[config.mk]
export PLATFORM = sky130hd
export DESIGN_NAME = mem_port_arbiter
export DESIGN_NICKNAME = d
export VERILOG_FILES = /design/src/rtl/mem_port_arbiter.sv
export SDC_FILE = /design/constraint.sdc
export NUM_CORES = 1
export LEC_CHECK = 0
export ABC_AREA = 1
export BUFFER_PORTS_ARGS = -buffer_cell sky130_fd_sc_hd__buf_4
export CORE_AREA = 2 2 153 155
export DETAILED_ROUTE_END_ITERATION = 8
export DIE_AREA = 0 0 155 157
export PLACE_DENSITY = 0.66
export SLEW_MARGIN = 20
export SYNTH_ARGS = -nofsm -noshare
export SYNTH_HDL_FRONTEND = slang
export SYNTH_SLANG_ARGS = --single-unit
[constraint.sdc]
create_clock -name clk -period 1.95 [get_ports clk]
set_input_delay 0.39 -clock clk [delete_from_list [all_inputs] [get_ports clk]]
set_output_delay 0.39 -clock clk [all_outputs]
set_load 0.005 [all_outputs]
[src/rtl/mem_port_arbiter.sv]
// mem_port_arbiter: shares the single-ported unified memory between the
// instruction-fetch and data-memory stages. Data is preferred, and a
// starvation counter forces a fetch grant after STARVE_MAX consecutive losses.
module mem_port_arbiter #(
  parameter int ADDR_W     = 32,
  parameter int DATA_W     = 64,
  parameter int MEM_LAT    = 2,
  parameter int STARVE_MAX = 4
) (
  input  logic              clk,
  input  logic              reset,
  input  logic              if_req,
  input  logic [ADDR_W-1:0] if_addr,
  output logic              if_ack,
  output logic [31:0]       if_rdata,
  input  logic              d_req,
  input  logic              d_we,
  input  logic [ADDR_W-1:0] d_addr,
  input  logic [DATA_W-1:0] d_wdata,
  output logic              d_ack,
  output logic [DATA_W-1:0] d_rdata,
  output logic              mem_en,
  output logic              mem_we,
  output logic [ADDR_W-1:0] mem_addr,
  output logic [DATA_W-1:0] mem_wdata,
  input  logic [DATA_W-1:0] mem_rdata,
  output logic              busy
);

  // cnt holds at most MEM_LAT-1; starve_cnt saturates at STARVE_MAX
  localparam int CNT_W = (MEM_LAT > 1) ? $clog2(MEM_LAT) : 1;
  localparam int SC_W  = $clog2(STARVE_MAX + 1);

  localparam logic OWN_IF = 1'b0;
  localparam logic OWN_D  = 1'b1;

  typedef enum logic [1:0] {IDLE, ACCESS, RESP} state_e;

  // Latched request: everything the memory pins need during ACCESS
  typedef struct packed {
    logic              owner;
    logic              we;
    logic [ADDR_W-1:0] addr;
    logic [DATA_W-1:0] wdata;
  } req_t;

  state_e            state_q, state_d;
  logic [CNT_W-1:0]  cnt_q, cnt_d;
  logic [SC_W-1:0]   starve_q, starve_d;
  req_t              req_q, req_d;
  logic              if_ack_q, if_ack_d;
  logic              d_ack_q, d_ack_d;
  logic [31:0]       if_rdata_q, if_rdata_d;
  logic [DATA_W-1:0] d_rdata_q, d_rdata_d;
  logic              d_wins;

  // Next-state, arbitration and result capture
  always_comb begin
    state_d    = state_q;
    cnt_d      = cnt_q;
    starve_d   = starve_q;
    req_d      = req_q;
    if_ack_d   = 1'b0;
    d_ack_d    = 1'b0;
    if_rdata_d = if_rdata_q;
    d_rdata_d  = d_rdata_q;
    d_wins     = d_req && !(if_req && (starve_q >= SC_W'(STARVE_MAX)));
    case (state_q)
      IDLE: begin
        if (if_req || d_req) begin
          if (d_wins) begin
            req_d = '{owner: OWN_D, we: d_we, addr: d_addr, wdata: d_wdata};
            // fetch lost while asking: count it, saturating
            if (if_req && (starve_q < SC_W'(STARVE_MAX)))
              starve_d = starve_q + SC_W'(1);
          end else begin
            req_d    = '{owner: OWN_IF, we: 1'b0, addr: if_addr, wdata: '0};
            starve_d = '0;
          end
          cnt_d   = CNT_W'(MEM_LAT - 1);
          state_d = ACCESS;
        end
      end
      ACCESS: begin
        if (cnt_q == '0) begin
          if (!req_q.we) begin
            if (req_q.owner == OWN_D) d_rdata_d  = mem_rdata;
            else                      if_rdata_d = mem_rdata[31:0];
          end
          if (req_q.owner == OWN_D) d_ack_d  = 1'b1;
          else                      if_ack_d = 1'b1;
          state_d = RESP;
        end else begin
          cnt_d = cnt_q - CNT_W'(1);
        end
      end
      RESP:    state_d = IDLE;
      default: state_d = IDLE;
    endcase
  end

  // State and capture registers; reset abandons any access in flight
  always_ff @(posedge clk) begin
    if (reset) begin
      state_q    <= IDLE;
      cnt_q      <= '0;
      starve_q   <= '0;
      req_q      <= '0;
      if_ack_q   <= 1'b0;
      d_ack_q    <= 1'b0;
      if_rdata_q <= '0;
      d_rdata_q  <= '0;
    end else begin
      state_q    <= state_d;
      cnt_q      <= cnt_d;
      starve_q   <= starve_d;
      req_q      <= req_d;
      if_ack_q   <= if_ack_d;
      d_ack_q    <= d_ack_d;
      if_rdata_q <= if_rdata_d;
      d_rdata_q  <= d_rdata_d;
    end
  end

  // Memory pins come only from latched values and are zero outside ACCESS
  assign mem_en    = (state_q == ACCESS);
  assign mem_we    = mem_en && req_q.we;
  assign mem_addr  = mem_en ? req_q.addr  : '0;
  assign mem_wdata = mem_en ? req_q.wdata : '0;
  assign busy      = (state_q != IDLE);

  assign if_ack   = if_ack_q;
  assign d_ack    = d_ack_q;
  assign if_rdata = if_rdata_q;
  assign d_rdata  = d_rdata_q;

endmodule

# --- After elaboration in Yosys (flattened, before gate mapping) ---
# Index checks and enable logic that the tools add are counted.
classes:
  n_addsub: 2
  n_lt_le_gt_ge: 2
  eq_ne: 4
  muxes: 13
  bitwise_logic: 4
  reduce_logical: 16
op_table:
  columns: ["cell", "count"]
  rows:
  - ["$mux 98", 1]
  - ["$mux 64", 1]
  - ["$mux 32", 1]
  - ["$reduce_and 4->1", 2]
  - ["$mux 3", 2]
  - ["$reduce_and 2->1", 3]
  - ["$logic_and 1x1->1", 4]
  - ["$mux 1", 4]
  - ["$mux 2", 2]
  - ["$ne 2x2->1 const B", 2]
  - ["$not 1->1", 4]
  - ["$pmux 2 s2", 1]
  - ["$reduce_bool 2->1", 2]
  - ["$add 3x1->3 const B", 1]
  - ["$ge 3x3->1 const B", 1]
  - ["$lt 3x3->1 const B", 1]
  - ["$reduce_and 3->1", 1]
  - ["$reduce_or 3->1", 1]
  - ["$eq 2x1->1 const B", 1]
  - ["$logic_not 2->1", 1]
  - ["$ne 2x1->1 const B", 1]
  - ["$pmux 1 s2", 1]
  - ["$logic_not 1->1", 1]
  - ["$logic_or 1x1->1", 1]
  - ["$sub 1x1->1 const B", 1]
word_totals:
  register_bits: 202
  input_bits: 197
  output_inout_bits: 197

# --- Logic depth before layout (Yosys ltp) ---
depth:
  ltp_word: 6
  mapped_depth: 7

# --- Worst setup path after synthesis ---
# OpenSTA, ideal clock, no wires.
synth_path:
  path_kind: "reg-to-output"
  from: "register state_q[0]"
  to: "output port mem_wdata[53]"
  arrival_time_ns: 1.016
  required_time_ns: 1.560
  setup_slack_ns: 0.544
  stages_incl_launch_ff: 7
  path_cell_list: "dfxtp_1 -> inv_1 -> nor2_4 -> inv_2 -> buf_2 -> buf_2 -> nor2_1"
synth_between:
  elab_chain_cells: 2
synth_lines:
  columns: ["item", "line_no", "source"]
  rows:
  - ["from (decl)", "47", "state_e state_q, state_d;"]
  - ["from (signal assigned)", "114", "state_q <= state_d;"]
  - ["$eq 2x1->1", "126", "assign mem_en = (state_q == ACCESS);"]
  - ["net mem_en", "22", "output logic mem_en,"]
  - ["$mux 64", "129", "assign mem_wdata = mem_en ? req_q.wdata : '0;"]
  - ["to (decl)", "25", "output logic [DATA_W-1:0] mem_wdata,"]
# The timed path passes the listed nets, and every way through them passes these cells.

# --- Worst setup path after layout ---
layout_path:
  from: "register state_q[1]"
  to: "output port mem_wdata[37]"
layout_between:
  elab_chain_cells: 2
layout_lines:
  columns: ["item", "line_no"]
  rows:
  - ["$eq 2x1->1", "126"]
  - ["$mux 64", "129"]
# No other way between the ends.

==> flow_summary.yaml <==
run_status:
  run_status: "complete, but fails checks"
  violations: "negative setup slack"
cells_and_area:
  fillers: 2203
  nets: 1795
  fin_util: 0.562
  layout_common_cells: "409 x buf_4, 244 x nor2_1, 200 x dfxtp_1, 166 x inv_1, 141 x nand2_1"
  stdcell_area_um2: 12600
  syn_to_final_growth_pct: 50.2
  final_layout_size_suffix_gt1_frac: 0.322
  antennaDiodeCount: 0
  final_common_cell: "buf_4"
global_routing:
  grtUsageTotal: 0.226
  first_global_vias: 8474
  antenna_found_initial: 0
  grt_overflow: 0
  busiest_layer: "met2"
  grt_first_pass_wirelength_mm: 44.3
  met3_usage: 0.0606
  met1_usage: 0.261
  grt_max_degree: 102
  met2_usage: 0.395
hold_path:
  hold_start: "mem_rdata[21]"
  holdPathStages: 3
  hold_path.class: "input pin to register"
  whs_endpoint: "if_rdata[21]"
sta:
  tightestPinTransition_ns: 0.531
  setup_viol: 18
  slew_violations: 0
  whs_ns: 0.149
  timing.final.ws_setup_ns: -0.0121
  finalCritPeriodShare: 1.01
  hold_viol: 0
  clock_skew_ns: 0.0150
  fmax_mhz: 510
  rsz0062_at_grt: "true"
  slew_headroom: 0.646
  fin_crit_ns: 1.96
floorplan:
  core_um2: 22500
  die_w_um: 155
  start_util: 0.374
  die_area_um2: 24300
  die_y_um: 157
  rows: 55
  io_pins: 394
placement:
  place.gp.congestion: 0.852
  port_buffers: 393
  post-place-ws_ns: 0.181
  hpwl_mm: 19.6
  placed_area_um2: 11600
pwr:
  pwr-share-comb: 0.194
  switching_share: 0.276
  power.internal_uw: 7580
  p_leak_uw: 0.00578
  clkPwrFrac: 0.368
  power.switching_uw: 2890
  irDropWorstVdd_v: 0.000379
  seq_power_share: 0.437
  power.density_nw_per_um2: 828
detailed_routing:
  routed_via_density: 4.79
  final_antenna_net_count: 0
  drc: 0
  vias: 9083
  drtIter0Drc: 426
  wirelength_mm: 29.2
  drtPass1Iterations: 5
  wl_per_cell_um: 15.4
logic_synthesis:
  yosys.area.top_type: "dfxtp_1"
  yosys-top-cells-area: "dfxtp_1 48%, nor2_1 13%, nand3_1 7.8%"
  ys_ff_latch: 202
  yosysWarnings: 0
  synth_area_um2: 8420
  syn_avg_cell_area_um2: 6.82
  postSynthNetCount: 1433
  synth_seq_area_share: 0.480
  synth.top_cell.area_share: 0.480
  synth_cell_type_count: 18
  synthCells: 1235
clock_tree:
  cts.htree.levels: 1
  cts_tree: "yes"
  cts.sinks: 202
  clock_latency_ns: 0.50
  cts_root_buf: "clkbuf_16"
  clock_path_buffers: 3
  cts_buffers: 22
  path_clk_slew_ns: 0.06
critical_path:
  rrSetupSlack_ns: 0.17
  reg2reg_depth: 10
  regToRegStartpoint: "state_q[0]"
  crit_path_start: "state_q[1]"
  crit_chain: "nor2_4 -> inv_8 -> buf_16 -> nor2_1 -> buf_4"
  cp.required_ns: 1.56
  crit_slowest_cell: "dfxtp_4"
  worstReg2RegEnd: "if_rdata[14]"
  start_kind: "register"
  arrival_ns: 1.57
  max_stage_delay_ns: 0.35
  end_kind: "output port"
  crit_path_max_fanout: 25
  path_class: "register to output port"
flow_run:
  max_cap_violations: 0
[critical path: cells and delay by family, from the launching register on]
kind / cells / cell delay, ns
flops: 1 / 0.35
buf+inv: 3 / 0.40
simple gates: 2 / 0.30
[power by group through the flow]
stage,Clock [uW],Sequential [uW],Combinational (uW)
after floorplan,0,4650,937
after global placement,0,4650,1840
after detailed placement,0,4670,1850
after CTS,3980,4580,2010
after global routing,4150,4610,2250
final,3860,4580,2040
[sequential cells by signal (all words and copies together), names as in the netlist]
| name | count |
|---|---|
| req_q | 98 |
| state_q | 2 |
| if_rdata | 32 |
| d_ack | 1 |
| starve_q | 3 |
| d_rdata | 64 |
| cnt_q | 1 |
| if_ack | 1 |
[per-layer routing]
| metal | share of wire | wire [um] |
|---|---|---|
| met1 | 0.39 | 11400 |
| met2 | 0.48 | 14100 |
| met3 | 0.086 | 2530 |
| met4 | 0.042 | 1220 |
| met5 | 0 | 0 |
[through the flow]
| stage | std cells | setup TNS, ns | total power (uW) |
|---|---|---|---|
| 6_report | 1896 | -0.0853 | 10500 |
| 5_1_grt | 1896 | -4.96 | 11000 |
| 4_1_cts | 1894 | -1.46 | 10600 |
| 3_5_place_dp | 1849 | 0 | 6520 |
| 3_3_place_gp | 1849 | 0 | 6490 |
| 2_1_floorplan | 1235 | 0 | 5580 |
[cells by family after synthesis]
| family | after synthesis | synth area share |
|---|---|---|
| fa+ha+maj | 1 | 0.00149 |
| simple gates | 572 | 0.276 |
| compound gates | 200 | 0.119 |
| flops | 202 | 0.480 |
| buf+inv | 260 | 0.123 |
[final cells by class]
type / count / area (um2) / share of cell area
sequential: 202 / 4050 / 0.320
multi-input combinational: 773 / 3520 / 0.278
timing repair buffer: 425 / 3410 / 0.270
inverter: 173 / 657 / 0.0520
clock buffer: 33 / 623 / 0.0493
tap: 285 / 357 / 0.0282
clock inverter: 5 / 25.0 / 0.00198
[cell usage after synthesis (all sizes together)]
| cell type | n |
|---|---|
| clkbuf | 48 |
| o21ai | 97 |
| nand2 | 142 |
| nand3 | 132 |
| dfxtp | 202 |
| inv | 173 |
| buf | 39 |
| nor2 | 298 |
| ha | 1 |
| a21oi | 103 |
[how the worst max path moves through the flow]
| stage | slack [ns] | depth (start not counted) | to |
|---|---|---|---|
| floorplan | 0.54 | 6 | mem_wdata[53] |
| global placement | 0.20 | 6 | mem_wdata[32] |
| detailed placement | 0.18 | 6 | mem_wdata[32] |
| CTS | -0.04 | 6 | mem_wdata[32] |
| global route | -0.09 | 6 | mem_wdata[19] |
| finish | -0.01 | 5 | mem_wdata[37] |
[what timing repair did]
| action | in CTS | in global routing |
|---|---|---|
| endpoints found under the setup margin | 97 | 97 |
| hold buffers | 0 | 0 |
| gates cloned | 5 | 0 |
| hold endpoints to repair | 0 | 0 |
| setup buffers | 2 | 2 |
| pin swaps | 2 | 2 |
| resized for setup | 32 | 43 |
Note: power is estimated with default switching activity, not from simulation.
